<file path="src/rtl/game_ctrl.sv">
// Canoe-crossing timing game controller: button conditioning, blink divider,
// level-scaled step timer and game FSM. Optional win counter under `GAME_SCORE_EN.
module game_ctrl #(
  parameter int BLINK_DIV = 24_691_358,
  parameter int BASE_STEP = 50_000_000,
  parameter int WIN_POS   = 13
) (
  input  logic       clk,
  input  logic       rst,
  input  logic       sw6,
  input  logic       sw5,
  input  logic       btn_go,
  input  logic       btn_lvl,
  output logic       count_2_025Hz,
  output logic [1:0] gameState,
  output logic [3:0] cnt_canoe,
  output logic [1:0] level,
  output logic [3:0] score
);

  typedef enum logic [1:0] {
    S_LOSE  = 2'd0,
    S_WIN   = 2'd1,
    S_PLAY  = 2'd2,
    S_READY = 2'd3
  } state_t;

  localparam int BLINK_W = (BLINK_DIV > 1) ? $clog2(BLINK_DIV) : 1;
  localparam int STEP_W  = (BASE_STEP > 1) ? $clog2(BASE_STEP) : 1;
  localparam logic [BLINK_W-1:0] BLINK_LAST = BLINK_W'(BLINK_DIV - 1);
  localparam logic [3:0]         WIN_CNT    = 4'(WIN_POS);

  state_t             state, state_nxt;
  logic [3:0]         cnt_nxt;
  logic [1:0]         level_nxt;
  logic               step_clr;
  logic [1:0]         go_sync, lvl_sync;
  logic               go_prev, lvl_prev;
  logic               go_pulse, lvl_pulse;
  logic [BLINK_W-1:0] blink_cnt;
  logic [STEP_W-1:0]  step_cnt, step_last;
  logic               run, tick;

  // Two-flop synchronisers for the raw buttons, plus a prev flop for rise detection.
  // NOTE: sequential state uses non-blocking assignments so every flop samples pre-edge values.
  always_ff @(posedge clk or posedge rst) begin
    if (rst) begin
      go_sync  <= '0;
      lvl_sync <= '0;
      go_prev  <= 1'b0;
      lvl_prev <= 1'b0;
    end else begin
      go_sync  <= {go_sync[0], btn_go};
      lvl_sync <= {lvl_sync[0], btn_lvl};
      go_prev  <= go_sync[1];
      lvl_prev <= lvl_sync[1];
    end
  end

  assign go_pulse  = go_sync[1] & ~go_prev;
  assign lvl_pulse = lvl_sync[1] & ~lvl_prev;

  always_ff @(posedge clk or posedge rst) begin
    if (rst) begin
      blink_cnt     <= '0;
      count_2_025Hz <= 1'b0;
    end else if (blink_cnt == BLINK_LAST) begin
      blink_cnt     <= '0;
      count_2_025Hz <= ~count_2_025Hz;
    end else begin
      blink_cnt <= blink_cnt + BLINK_W'(1);
    end
  end

  // Each level halves the step period.
  assign step_last = STEP_W'((BASE_STEP >> level) - 1);
  assign run       = (state == S_PLAY) && sw6 && !sw5;
  assign tick      = run && (step_cnt == step_last);

  always_ff @(posedge clk or posedge rst) begin
    if (rst) begin
      step_cnt <= '0;
    end else if (step_clr) begin
      step_cnt <= '0;
    end else if (run) begin
      step_cnt <= tick ? '0 : step_cnt + STEP_W'(1);
    end
  end

  always_ff @(posedge clk or posedge rst) begin
    if (rst) begin
      state     <= S_READY;
      cnt_canoe <= '0;
      level     <= '0;
    end else begin
      state     <= state_nxt;
      cnt_canoe <= cnt_nxt;
      level     <= level_nxt;
    end
  end

  // NOTE: every variable gets a default first so no path can infer a latch.
  always_comb begin
    state_nxt = state;
    cnt_nxt   = cnt_canoe;
    level_nxt = level;
    step_clr  = 1'b0;
    if (!sw6) begin
      state_nxt = S_READY;
      cnt_nxt   = '0;
    end else begin
      unique case (state)
        S_READY: begin
          if (sw5) begin
            if (lvl_pulse) begin
              level_nxt = level + 2'd1;
              step_clr  = 1'b1;
            end
          end else if (go_pulse) begin
            state_nxt = S_PLAY;
            cnt_nxt   = '0;
            step_clr  = 1'b1;
          end
        end
        S_PLAY: begin
          // A press takes priority over a coincident tick and is judged on the current position.
          if (!sw5) begin
            if (go_pulse) begin
              state_nxt = (cnt_canoe >= WIN_CNT) ? S_WIN : S_LOSE;
            end else if (tick) begin
              if (cnt_canoe == 4'd15) state_nxt = S_LOSE;
              else                    cnt_nxt   = cnt_canoe + 4'd1;
            end
          end
        end
        default: begin
          if (go_pulse && !sw5) begin
            state_nxt = S_READY;
            cnt_nxt   = '0;
          end
        end
      endcase
    end
  end

  always_comb begin
    gameState = state;
  end

`ifdef GAME_SCORE_EN
  logic win_evt;
  assign win_evt = (state == S_PLAY) && (state_nxt == S_WIN);

  always_ff @(posedge clk or posedge rst) begin
    if (rst) begin
      score <= '0;
    end else if (win_evt && (score != 4'd15)) begin
      score <= score + 4'd1;
    end
  end
`else
  assign score = 4'd0;
`endif

endmodule
</file>
<file path="config.mk">
export PLATFORM = sky130hd
export DESIGN_NAME = game_ctrl
export DESIGN_NICKNAME = d
export VERILOG_FILES = /design/src/rtl/game_ctrl.sv
export SDC_FILE = /design/constraint.sdc
export NUM_CORES = 1
export LEC_CHECK = 0
export BUFFER_PORTS_ARGS = -buffer_cell sky130_fd_sc_hd__buf_2
export CAP_MARGIN = 20
export CORE_MARGIN = 8
export CORE_UTILIZATION = 60
export DETAILED_ROUTE_END_ITERATION = 10
export PLACE_DENSITY_LB_ADDON = 0.2
export SETUP_SLACK_MARGIN = 0.3
export SLEW_MARGIN = 20
export SYNTH_ARGS = -nofsm -noshare
export SYNTH_HDL_FRONTEND = slang
export SYNTH_SLANG_ARGS = --single-unit
</file>
<file path="constraint.sdc">
create_clock -name clk -period 7.8 [get_ports clk]
set_input_delay 1.17 -clock clk [delete_from_list [all_inputs] [get_ports clk]]
set_output_delay 1.17 -clock clk [all_outputs]
set_load 0.01 [all_outputs]
</file>
# --- After elaboration in Yosys (flattened, before gate mapping) ---
# Cells that the tools add are included.
# Widths: inputs -> output; s select.
op_classes:
  bitwise: 5
  order_cmp: 1
  add_sub_neg: 5
  shift: 1
  n_eq_ne: 14
  muxes: 28
  n_reduce_logical: 9
ops:
  columns: ["operator", "n"]
  rows:
  - ["$mux 26", 3]
  - ["$mux 4", 8]
  - ["$add 26x1->26 const B", 1]
  - ["$eq 26x26->1", 1]
  - ["$shr 26x2->26 const A", 1]
  - ["$sub 26x2->26 const B", 1]
  - ["$add 25x1->25 const B", 1]
  - ["$eq 25x25->1 const B", 1]
  - ["$mux 25", 1]
  - ["$ne 3x3->1 const B", 6]
  - ["$mux 2", 8]
  - ["$pmux 4 s2", 1]
  - ["$reduce_and 7->1", 1]
  - ["$mux 1", 6]
  - ["$reduce_and 6->1", 1]
  - ["$add 4x1->4 const B", 1]
  - ["$eq 2x2->1 const B", 2]
  - ["$eq 4x4->1 const B", 1]
  - ["$ge 4x4->1 const B", 1]
  - ["$logic_and 1x1->1", 4]
  - ["$ne 4x1->1 const B", 1]
  - ["$ne 4x3->1 const B", 1]
  - ["$ne 4x4->1 const B", 1]
  - ["$pmux 2 s2", 1]
  - ["other kinds (6)", 9]
totals:
  output_inout_bits: 13
  elab_cells: 73
  regBits: 66
  inputBits: 6

# --- Longest topological paths before layout ---
logic_depth:
  ltp_word: 9
  ltp_mapped: 11
  ltp_nobuf: 10

# --- Worst setup path before layout ---
# Ideal clock, no wire load.
synth_timing:
  kind: "input -> register"
  start: "in sw6"
  end: "reg step_cnt[20]"
  stages: 7
  t_arrival_ns: 2.643
  path_buffers: 1
  required_time_ns: 7.682
  slack_ns: 5.039
  setup_ns: 0.118
  path_cell_list: "nand2_1 or4_1 clkbuf_1 a211oi_1 nand4_1 xor2_1 nor2_1"
synth_via:
  elab_chain_cells: 6
  word_cells_on_any_way: 8
  classes_between: "mux: 4; reduce/logical: 4"
synth_rtl:
  columns: ["item", "line", "rtl"]
  rows:
  - ["from (decl)", "10", "input logic sw6,"]
  - ["$logic_and 1x1->1 (2 in a row)", "77", "assign run = (state == S_PLAY) && sw6 && !sw5;"]
  - ["$logic_and 1x1->1", "78", "assign tick = run && (step_cnt == step_last);"]
  - ["$mux 26", "86", "step_cnt <= tick ? '0 : step_cnt + STEP_W'(1);"]
  - ["$mux 26", "85", "end else if (run) begin"]
  - ["$mux 26", "83", "end else if (step_clr) begin"]
  - ["to (signal assigned)", "86", null]
  - ["to (decl)", "41", "logic [STEP_W-1:0] step_cnt, step_last;"]
# Several ways; a longest one is shown, not always the timed one. The select of a mux whose other input is x is not followed.
# A chain may end at the register's enable or synchronous reset.

# --- Worst setup path in the final report ---
layout_timing:
  start: "reg level[0]"
  end: "reg step_cnt[5]"
layout_via:
  elab_chain_cells: 7
layout_rtl:
  columns: ["item", "line", "rtl"]
  rows:
  - ["from (decl)", "17", "output logic [1:0] level,"]
  - ["from (signal assigned)", "98", "level <= level_nxt;"]
  - ["$shr 26x2->26", "76", "assign step_last = STEP_W'((BASE_STEP >> level) - 1);"]
  - ["$sub 26x2->26", "76", null]
  - ["$eq 26x26->1", "78", null]
  - ["$logic_and 1x1->1", "78", null]
  - ["$mux 26", "86", null]
  - ["$mux 26", "85", null]
  - ["$mux 26", "83", null]
# No other way between the ends. The select of a mux whose other input is x is not followed.

==> qor.txt <==
Routed WL - 6.80 mm
Total Routing Usage GR - 16.4%
number of top-level pins - 19
post-synthesis average cell area - 9.87 um^2
number of hold-repair buffers added at the cts stage - 0
top cells by instance count after synthesis - sky130_fd_sc_hd__dfrtp_1 (64), sky130_fd_sc_hd__nor2_1 (46), sky130_fd_sc_hd__nand2_1 (33)
global placement routability congestion - 0.816
count of nets after finishing - 408
area growth from synthesis to final layout - 8.07%
number of max-slew violations in the final report - 0
total of max-cap violations - 0
TritonCTS clock tree - yes
clock insertion delay at the later pin of the skew report - 0.34 ns
achievable clock frequency - 303 MHz
slew at the pin with the worst max-slew slack - 0.701 ns
clock-pin slew reported for the worst setup and hold paths after clock tree synthesis - 0.08 ns
pwr/cell area - 195 nW/um^2
effective utilization at floorplan - 61.9%
Final Hold Fails - 0
Static Leak - 1.78 nW
Setup Total Neg Slack - 0 ns
Die Wd - 93.9 um
number of enable flip-flop cells after synthesis - 0
count of buffers inserted at the top-level ports - 14
Congestion Overflow GR - 0
Finish-stage setup viols - 0
required time of the critical path - 8.03 ns
clock skew - 0.0156 ns
# diodes - 0
leading cell type by number of instances after synthesis - sky130_fd_sc_hd__dfrtp_1
Netlist Area Pre-Place - 3640 um^2
number of detailed-route iterations in the first pass - 4
DRT antenna net count - 0
Bufs on Longest Clock Path - 2
synthesis-stage register bit count - 66
outcome - finished clean
wire length of the first global-routing pass - 11.6 mm
CTS root buffer - sky130_fd_sc_hd__clkbuf_8
class of the tightest hold or removal check - flop to flop
buffers inserted by post-CTS timing repair - 0
fraction of layout cells with a size suffix above 1 - 11.7%
final worst-path setup slack - 4.50 ns
cell type with the highest aggregate area in the netlist - sky130_fd_sc_hd__dfrtp_1
count of unique library cells instantiated by Yosys - 57
routed vias - 2639
biggest area contributors in the synthesized netlist - sky130_fd_sc_hd__dfrtp_1 (44%), sky130_fd_sc_hd__xor2_1 (7.7%), sky130_fd_sc_hd__ha_1 (4.8%), sky130_fd_sc_hd__nor2_1 (4.7%), sky130_fd_sc_hd__xnor2_1 (4.1%)
number of clock sinks seen by CTS - 66
number of rows created at floorplan - 28
worst rel slew slack - 52.8%
total DRC errors in the routed layout - 0
die height - 93.9 um
synthesis warning total - 0
setup repair after global routing missed its margin - false
post-synth top area share - 44.0%
critical path endpoint category - flop
top_reg_cell synth - sky130_fd_sc_hd__dfrtp_1
cts bufs inserted - 9
Routed wire per std cell - 14.5 um
Max FO, Critical Path - 20
pin count of the biggest net entering global routing - 56
HPWL Detailed - 4.94 mm
number of vias per cell - 5.64
floorplan die area - 8820 um^2
IR Drop Worst-Case VDD - 0.132 mV
sequential element share of the synthesized area - 45.4%
Worst Setup Slack post-DPL - 4.51 ns
critical path arrival - 3.53 ns
cells resized by post-CTS repair - 0
nature of the critical path startpoint - flop
fin crit share - 42.3%
via count of the first global-routing pass - 2566
Detailed Route Iter0 Violations - 122
number of antenna violations at the first check in global routing - 0
share of async-settable or async-resettable flops after synthesis - 100%
area of the core - 5890 um^2
kind of critical path - flop to flop
CTS H-tree depth - 3
fin crit period - 3.30 ns
Synth Instances - 369
==> worst paths after layout <==
| path | slack (ns) | depth (start not counted) | to | startpoint |
|---|---|---|---|---|
| max in group asynchronous | 6.10 | 3 | step_cnt[22] | rst |
| min reg2reg | 0.35 | 0 | lvl_sync[1] | lvl_sync[0] |
| min | 0.35 | 0 | lvl_sync[1] | lvl_sync[0] |
| max reg2reg | 4.50 | 10 | step_cnt[5] | level[0] |
| max | 4.50 | 10 | step_cnt[5] | level[0] |
| min in group asynchronous | 0.74 | 2 | go_prev | rst |
==> per-stage QoR <==
| step | power, W | util, % | hold WS (ns) | instance area, um^2 | cells |
|---|---|---|---|---|---|
| floorplan | 0.000491 | - | 0.331 | 3650 | 372 |
| global placement | 0.000521 | 64.0 | 0.335 | 3760 | 452 |
| detailed placement | 0.000527 | 64.0 | 0.343 | 3760 | 452 |
| CTS | 0.000773 | 66.9 | 0.354 | 3940 | 468 |
| global route | 0.000811 | 66.9 | 0.367 | 3940 | 468 |
| finish | 0.000768 | 66.9 | 0.347 | 3940 | 468 |
==> cell families after synthesis <==
family	share of synthesized area, %
AO/OA/AOI/OAI	9.41
XOR/XNOR	11.8
adder cells (fa/ha/maj)	4.81
buffers and inverters	3.61
flip-flops	45.4
multiplexers	1.55
other	0.103
AND/OR/NAND/NOR	23.3
==> cell usage in the layout, fill, tap and decap left out, types with 10 or more instances in the layout <==
master,instances
sky130_fd_sc_hd__nand4_1,10
sky130_fd_sc_hd__nand2_1,33
sky130_fd_sc_hd__nand3_1,26
sky130_fd_sc_hd__xnor2_1,17
sky130_fd_sc_hd__dfrtp_1,64
sky130_fd_sc_hd__buf_2,14
sky130_fd_sc_hd__xor2_1,32
sky130_fd_sc_hd__inv_1,14
sky130_fd_sc_hd__nor2_1,46
sky130_fd_sc_hd__ha_1,14
==> critical path, stage by stage (launching register included) <==
cell,delay [ns]
sky130_fd_sc_hd__dfrtp_1,0.48
sky130_fd_sc_hd__inv_1,0.17
sky130_fd_sc_hd__ha_1,0.22
sky130_fd_sc_hd__inv_1,0.07
sky130_fd_sc_hd__ha_1,0.18
sky130_fd_sc_hd__nor2b_1,0.16
sky130_fd_sc_hd__and4b_1,0.19
sky130_fd_sc_hd__o21ai_0,0.57
sky130_fd_sc_hd__a2111o_1,0.40
sky130_fd_sc_hd__nand3_2,0.38
sky130_fd_sc_hd__a311oi_1,0.38
==> state kept, by name, indices dropped and copies added (netlist names) <==
signal	flops
gameState	2
count_2_025Hz	1
go_sync	2
blink_cnt	25
go_prev	1
lvl_sync	2
step_cnt	26
lvl_prev	1
cnt_canoe	4
level	2
==> layer usage <==
metal  share of wire (%)  GRT usage (%)  vias to the layer above  wire [um]
met3                 3.9           2.88                        8        266
met4                 1.0           7.13                        0         68
met1                  47           21.2                     1270       3200
met2                  48           26.2                       45       3270
li1                    -              -                     1316          -
met5                   0              0                        -          0
==> final cells by class <==
class	instances	area (um^2)
Clock buffer	10	128
Clock inverter	6	43.8
Fill cell	461	1950
Inverter	15	56.3
Multi-Input combinational cell	279	1870
Sequential cell	66	1650
Tap cell	75	93.8
Timing Repair Buffer	17	92.6
==> where the power goes <==
group,switching (W),total [W],leakage [nW],internal [W]
clock,0.000133,0.000248,0.0745,0.000115
combinational,0.0000843,0.000143,0.822,0.0000589
sequential,0.0000199,0.000377,0.881,0.000357
(Power assumes the default switching activity.)
